### config.mk
export PLATFORM = sky130hd
export DESIGN_NAME = imm_extend_pipe
export DESIGN_NICKNAME = d
export VERILOG_FILES = /design/src/rtl/imm_extend_pipe.sv
export SDC_FILE = /design/constraint.sdc
export NUM_CORES = 1
export LEC_CHECK = 0
export ABC_AREA = 1
export BUFFER_PORTS_ARGS = -buffer_cell sky130_fd_sc_hd__buf_4
export CORE_ASPECT_RATIO = 1.75
export CORE_MARGIN = 5
export CORE_UTILIZATION = 56
export DETAILED_ROUTE_END_ITERATION = 8
export PLACE_DENSITY = 0.85
export SKIP_LAST_GASP = 1
export SYNTH_ARGS = -nofsm -noshare
export SYNTH_HDL_FRONTEND = slang
export SYNTH_SLANG_ARGS = --single-unit
### constraint.sdc
create_clock -name Clk -period 3.47 [get_ports Clk]
set_input_delay 0.347 -clock Clk [delete_from_list [all_inputs] [get_ports Clk]]
set_output_delay 0.347 -clock Clk [all_outputs]
set_load 0.01 [all_outputs]
### src/rtl/imm_extend_pipe.sv
`default_nettype none
// ============================================================================
//  Module   : imm_extend_pipe
//  Purpose  : Two-stage pipelined ARMv8 immediate extender with valid/ready
//             flow control, tag passthrough and illegal-format flagging.
//             Sits between decode and execute.
//  Revision : 1.0  initial release
// ----------------------------------------------------------------------------
//  Parameters
//    DATA_W   immediate output width (32 or 64)
//    TAG_W    width of the opaque tag carried with each request
//  Ports
//    Clk       in   rising-edge clock
//    Reset     in   synchronous active-high reset
//    InValid   in   upstream request present
//    InReady   out  request accepted this cycle (combinational from OutReady)
//    Imm26     in   instruction bits [25:0]
//    Ctrl      in   format select
//    OldVal    in   destination register value (MOVK only)
//    InTag     in   request tag
//    OutValid  out  BusImm / OutTag / Illegal valid
//    OutReady  in   downstream consumes result
//    BusImm    out  extended immediate
//    OutTag    out  result tag
//    Illegal   out  unsupported format or shift
//  Configuration macro
//    IMM_EXTEND_MOVK_EN  enables MOVK (Ctrl=101); otherwise Ctrl=101 is
//                        flagged illegal and OldVal is not registered.
// ============================================================================
module imm_extend_pipe #(
   parameter int DATA_W = 64,
   parameter int TAG_W  = 8
) (
   input  logic              Clk,
   input  logic              Reset,
   input  logic              InValid,
   output logic              InReady,
   input  logic [25:0]       Imm26,
   input  logic [2:0]        Ctrl,
   input  logic [DATA_W-1:0] OldVal,
   input  logic [TAG_W-1:0]  InTag,
   output logic              OutValid,
   input  logic              OutReady,
   output logic [DATA_W-1:0] BusImm,
   output logic [TAG_W-1:0]  OutTag,
   output logic              Illegal
);

   localparam logic [2:0] C_ITYPE = 3'b000;
   localparam logic [2:0] C_DTYPE = 3'b001;
   localparam logic [2:0] C_BTYPE = 3'b010;
   localparam logic [2:0] C_CBZ   = 3'b011;
   localparam logic [2:0] C_MOVZ  = 3'b100;
   localparam logic [2:0] C_MOVK  = 3'b101;
   localparam logic [2:0] C_MOVN  = 3'b110;

   // ---------------------------------------------------------------- control
   logic s1_valid;
   logic s2_adv;
   logic s1_adv;
   logic accept;

   assign s2_adv  = !OutValid || OutReady;
   assign s1_adv  = s1_valid && s2_adv;
   assign InReady = !s1_valid || s2_adv;
   assign accept  = InValid && InReady;

   // ---------------------------------------------------------------- stage 1
   logic [25:0]      s1_imm;
   logic [2:0]       s1_ctrl;
   logic [TAG_W-1:0] s1_tag;

   // Payload needs no reset: it is only consumed while s1_valid is set.
   always_ff @(posedge Clk) begin
      if (accept) begin
         s1_imm  <= Imm26;
         s1_ctrl <= Ctrl;
         s1_tag  <= InTag;
      end
   end

`ifdef IMM_EXTEND_MOVK_EN
   logic [DATA_W-1:0] s1_old;

   always_ff @(posedge Clk) begin
      if (accept) begin
         s1_old <= OldVal;
      end
   end
`else
   // OldVal is intentionally ignored in this build.
   logic unused_old_val;
   assign unused_old_val = ^OldVal;
`endif

   // ---------------------------------------------------------------- decode
   logic [5:0]        shamt;
   logic [DATA_W-1:0] movz_val;
   logic              shift_bad;
   logic [DATA_W-1:0] dec_val;
   logic              dec_ill;

   // hw selects a 16-bit lane; shift amount is 16*hw.
   assign shamt     = {s1_imm[22:21], 4'b0000};
   assign movz_val  = {{(DATA_W-16){1'b0}}, s1_imm[20:5]} << shamt;
   // A 32-bit datapath has only lanes 0 and 1.
   assign shift_bad = (DATA_W == 32) && s1_imm[22];

`ifdef IMM_EXTEND_MOVK_EN
   logic [DATA_W-1:0] lane_mask;
   assign lane_mask = {{(DATA_W-16){1'b0}}, 16'hFFFF} << shamt;
`endif

   always_comb begin
      dec_val = '0;
      dec_ill = 1'b0;
      case (s1_ctrl)
         C_ITYPE: dec_val = {{(DATA_W-12){1'b0}}, s1_imm[21:10]};
         C_DTYPE: dec_val = {{(DATA_W-9){s1_imm[20]}}, s1_imm[20:12]};
         C_BTYPE: dec_val = {{(DATA_W-28){s1_imm[25]}}, s1_imm[25:0], 2'b00};
         C_CBZ:   dec_val = {{(DATA_W-21){s1_imm[23]}}, s1_imm[23:5], 2'b00};
         C_MOVZ: begin
            dec_val = movz_val;
            dec_ill = shift_bad;
         end
         C_MOVN: begin
            dec_val = ~movz_val;
            dec_ill = shift_bad;
         end
`ifdef IMM_EXTEND_MOVK_EN
         C_MOVK: begin
            dec_val = (s1_old & ~lane_mask) | movz_val;
            dec_ill = shift_bad;
         end
`endif
         default: dec_ill = 1'b1;
      endcase
      // Illegal results always carry a zero immediate.
      if (dec_ill) begin
         dec_val = '0;
      end
   end

   // ---------------------------------------------------------------- stage 2
   always_ff @(posedge Clk) begin
      if (Reset) begin
         s1_valid <= 1'b0;
         OutValid <= 1'b0;
         BusImm   <= '0;
         OutTag   <= '0;
         Illegal  <= 1'b0;
      end else begin
         if (accept) begin
            s1_valid <= 1'b1;
         end else if (s1_adv) begin
            s1_valid <= 1'b0;
         end

         if (s2_adv) begin
            OutValid <= s1_valid;
         end

         if (s1_adv) begin
            BusImm  <= dec_val;
            OutTag  <= s1_tag;
            Illegal <= dec_ill;
         end
      end
   end

endmodule
`default_nettype wire

==> run_results.csv <==
group,metric,value,unit
power_and_ir_drop,p_per_area,428,nW/µm²
synthesis,async_reset_ff_share,0,%
global_routing,antenna_found_initial,0,
place,dpl_worst_slack,0.877,ns
floorplan,io_pins,180,
power_and_ir_drop,ir_worst_vdd,0.331,mV
setup_path,crit_fanout,27,
global_routing,use_met2,42.7,%
power_and_ir_drop,power,3030,µW
cts,ctsResizeCount,0,
place,io_buffers,115,
sta,slew_headroom,34.7,%
global_routing,grt_pass1_vias,5547,
global_routing,grt_pass1_wl,27400,µm
floorplan,initial_core_util,56.8,%
cts,cts_max_path_buffers,2,
floorplan,die_area,13100,µm²
place,place.gp.congestion,0.941,
route,avgViaCountPerCell,5.62,
hold_path,min-delay-path-class,"in2reg",
hold_path,hold_depth,1,
synthesis,synth.largest_area_cell,"dfxtp_1",
route,vias,6059,
synthesis,netlist_area,6040,µm²
setup_path,worst_r2r_startpoint,"s1_ctrl[0]",
cells_and_area,final_cells,1079,
cells_and_area,nets,1049,
floorplan,rows,50,
cts,htreeDepth,3,
synthesis,syn_inst,881,
synthesis,synth_seq_cells,112,
floorplan,die_w,88.5,µm
sta,finalHoldViolations,0,
route,first_pass_iters,6,
synthesis,ys_types,26,
hold_path,min_from,"InTag[6]",
cts,cts_root_buf,"clkbuf_16",
global_routing,grt_max_degree,76,
cts,cts.sinks,112,
route,drt_iter0_drc,717,
global_routing,gr-total-overflow,0,
global_routing,gr-usage-all-layers,26.6,%
sta,final.setup.tns,0,ns
cells_and_area,antenna_cells,0,
place,dp_cells,1063,
cells_and_area,regArea,2610,µm²
synthesis,ys_seq_area_share,43.2,%
synthesis,post-synth-top-area-fraction,24.8,%
synthesis,syn_avg_cell_area,6.86,µm²
power_and_ir_drop,p_leak,0.00310,µW
cells_and_area,n_fill_cell,959,
route,ant_nets,0,
global_routing,grt_util_met3,4.18,%
sta,setup_violations,0,
synthesis,synth-edff-count,37,
sta,layout_min_cycle_time,2.68,ns
cells_and_area,area_delta_synth_final,17.1,%
floorplan,die-height,147,µm
cts,cts_tree,"built",
setup_path,r2r_setup_slack,0.79,ns
route,wire_per_inst,15.7,µm
sta,setup_slack,0.786,ns
route,drc,0,
global_routing,grtUsageMet1,32.1,%
cts,cts_hold_buf,0,
setup_path,worst_ep_arrival_time,2.88,ns
route,drt-total-wl,16900,µm
setup_path,required,3.67,ns
floorplan,core-area,10600,µm²
setup_path,r2r_cells,8,
cts,cts_made_buffers,9,
place,dp_hpwl,10900,µm
run,drv_cap,0,
cts,clock_latency,0.36,ns
hold_path,hold_end,"s1_tag[6]",
status,outcome,"finished, final reports clean",
cts,path_clk_slew,0.08,ns
setup_path,cp-end-kind,"flip-flop",
sta,fmax,373,MHz
sta,fin_skew,0.00891,ns
setup_path,timing.rr.end,"BusImm[5]",
cells_and_area,drive_gt1_share,16.9,%
synthesis,synth_common_cells,"255 x nand2_1, 141 x nor2_1, 119 x nand3_1",
global_routing,top_usage_layer,"met2",
sta,worst_slew_pin_slew,0.978,ns
cts,cts_setup_buffers,0,
sta,rsz0062_at_grt,"no",
sta,period_share,77.4,%
sta,slew_violations,0,
setup_path,critical_path_class,"reg2reg",
synthesis,syn_nets,986,
synthesis,netlist_top_cells_area,"dfxtp_1 25%, edfxtp_1 18%, nand2_1 16%",
synthesis,synth_top_flop_cell,"dfxtp_1",
synthesis,synth_most_common_cell,"nand2_1",
setup_path,cp-start-kind,"flip-flop",
synthesis,ys_warn_count,0,
cells_and_area,multi_input_area,2890,µm²
worst max-delay path by stage:
stage / start / endpoint / slack (ns) / cells past startpoint
2_1_floorplan: OutReady / s1_ctrl[0] / 1.73 / 4
4_1_cts: s1_ctrl[0] / BusImm[5] / 0.86 / 8
3_5_place_dp: s1_ctrl[0] / BusImm[5] / 0.88 / 8
3_3_place_gp: s1_ctrl[0] / BusImm[5] / 0.89 / 8
6_report: s1_ctrl[0] / BusImm[5] / 0.79 / 8
5_1_grt: s1_ctrl[0] / BusImm[62] / 0.61 / 8
cells by family after synthesis:
kind of cell,count (synthesis),share of synthesized area [%]
AO/OA/AOI/OAI,98,8.11
buffers and inverters,114,9.07
AND/OR/NAND/NOR,557,39.6
flip-flops,112,43.2
registers in the layout, summed over array words and instances, names as in the netlist:
| register | count |
|---|---|
| s1_imm | 26 |
| s1_tag | 8 |
| Illegal | 1 |
| OutValid | 1 |
| s1_ctrl | 3 |
| s1_valid | 1 |
| OutTag | 8 |
| BusImm | 64 |
metrics by stage:
| step | utilization (%) | hold WS, ns | instance area (µm²) |
|---|---|---|---|
| 2_1_floorplan | - | 0.446 | 6040 |
| 3_3_place_gp | 63.6 | 0.454 | 6770 |
| 3_5_place_dp | 63.6 | 0.456 | 6770 |
| 4_1_cts | 66.6 | 0.156 | 7080 |
| 5_1_grt | 66.6 | 0.150 | 7080 |
| 6_report | 66.6 | 0.161 | 7080 |
where the power goes:
part           leakage [µW]  switching [µW]  internal [µW]  total (µW)
combinational       0.00197             284            173         457
clock              0.000154             505            576        1080
sequential         0.000972            67.0           1420        1490
routing by layer:
metal / vias up / routed length [µm]
met5: - / 0
met4: 0 / 1150
met2: 277 / 8230
met1: 2710 / 6190
met3: 72 / 1320
li1: 3000 / -
critical path, stage by stage (launching register included):
cell and delay [ns]:
edfxtp_1 1.00, nor2_4 0.20, nand2_2 0.43, buf_4 0.39, nand3_1 0.11, nand2_1 0.10, nand3_1 0.14, nand2_1 0.09
a21oi_1 0.07
layout make-up:
type,instances,area share [%]
clock buffers,9,3.18
clock inverters,7,1.20
inverters,38,2.05
multi-input cells,655,40.8
flip-flops and latches,112,36.9
well taps,130,2.30
repair buffers,128,13.6
placed cells by master (no fill, tap or decap), types with 2 or more instances in the layout:
cell	n
inv_1	32
nand3_2	3
a21oi_1	80
nand2_1	254
o21ai_0	8
buf_4	128
inv_4	2
o21ai_1	10
inv_2	4
nand3_1	119
clkinv_4	2
edfxtp_1	37
nand2_2	2
inv_8	2
nor3_1	2
dfxtp_1	75
nor2_4	3
clkbuf_16	9
nor2_1	141
nand4_1	30
Power figures use the tool's default switching activity.
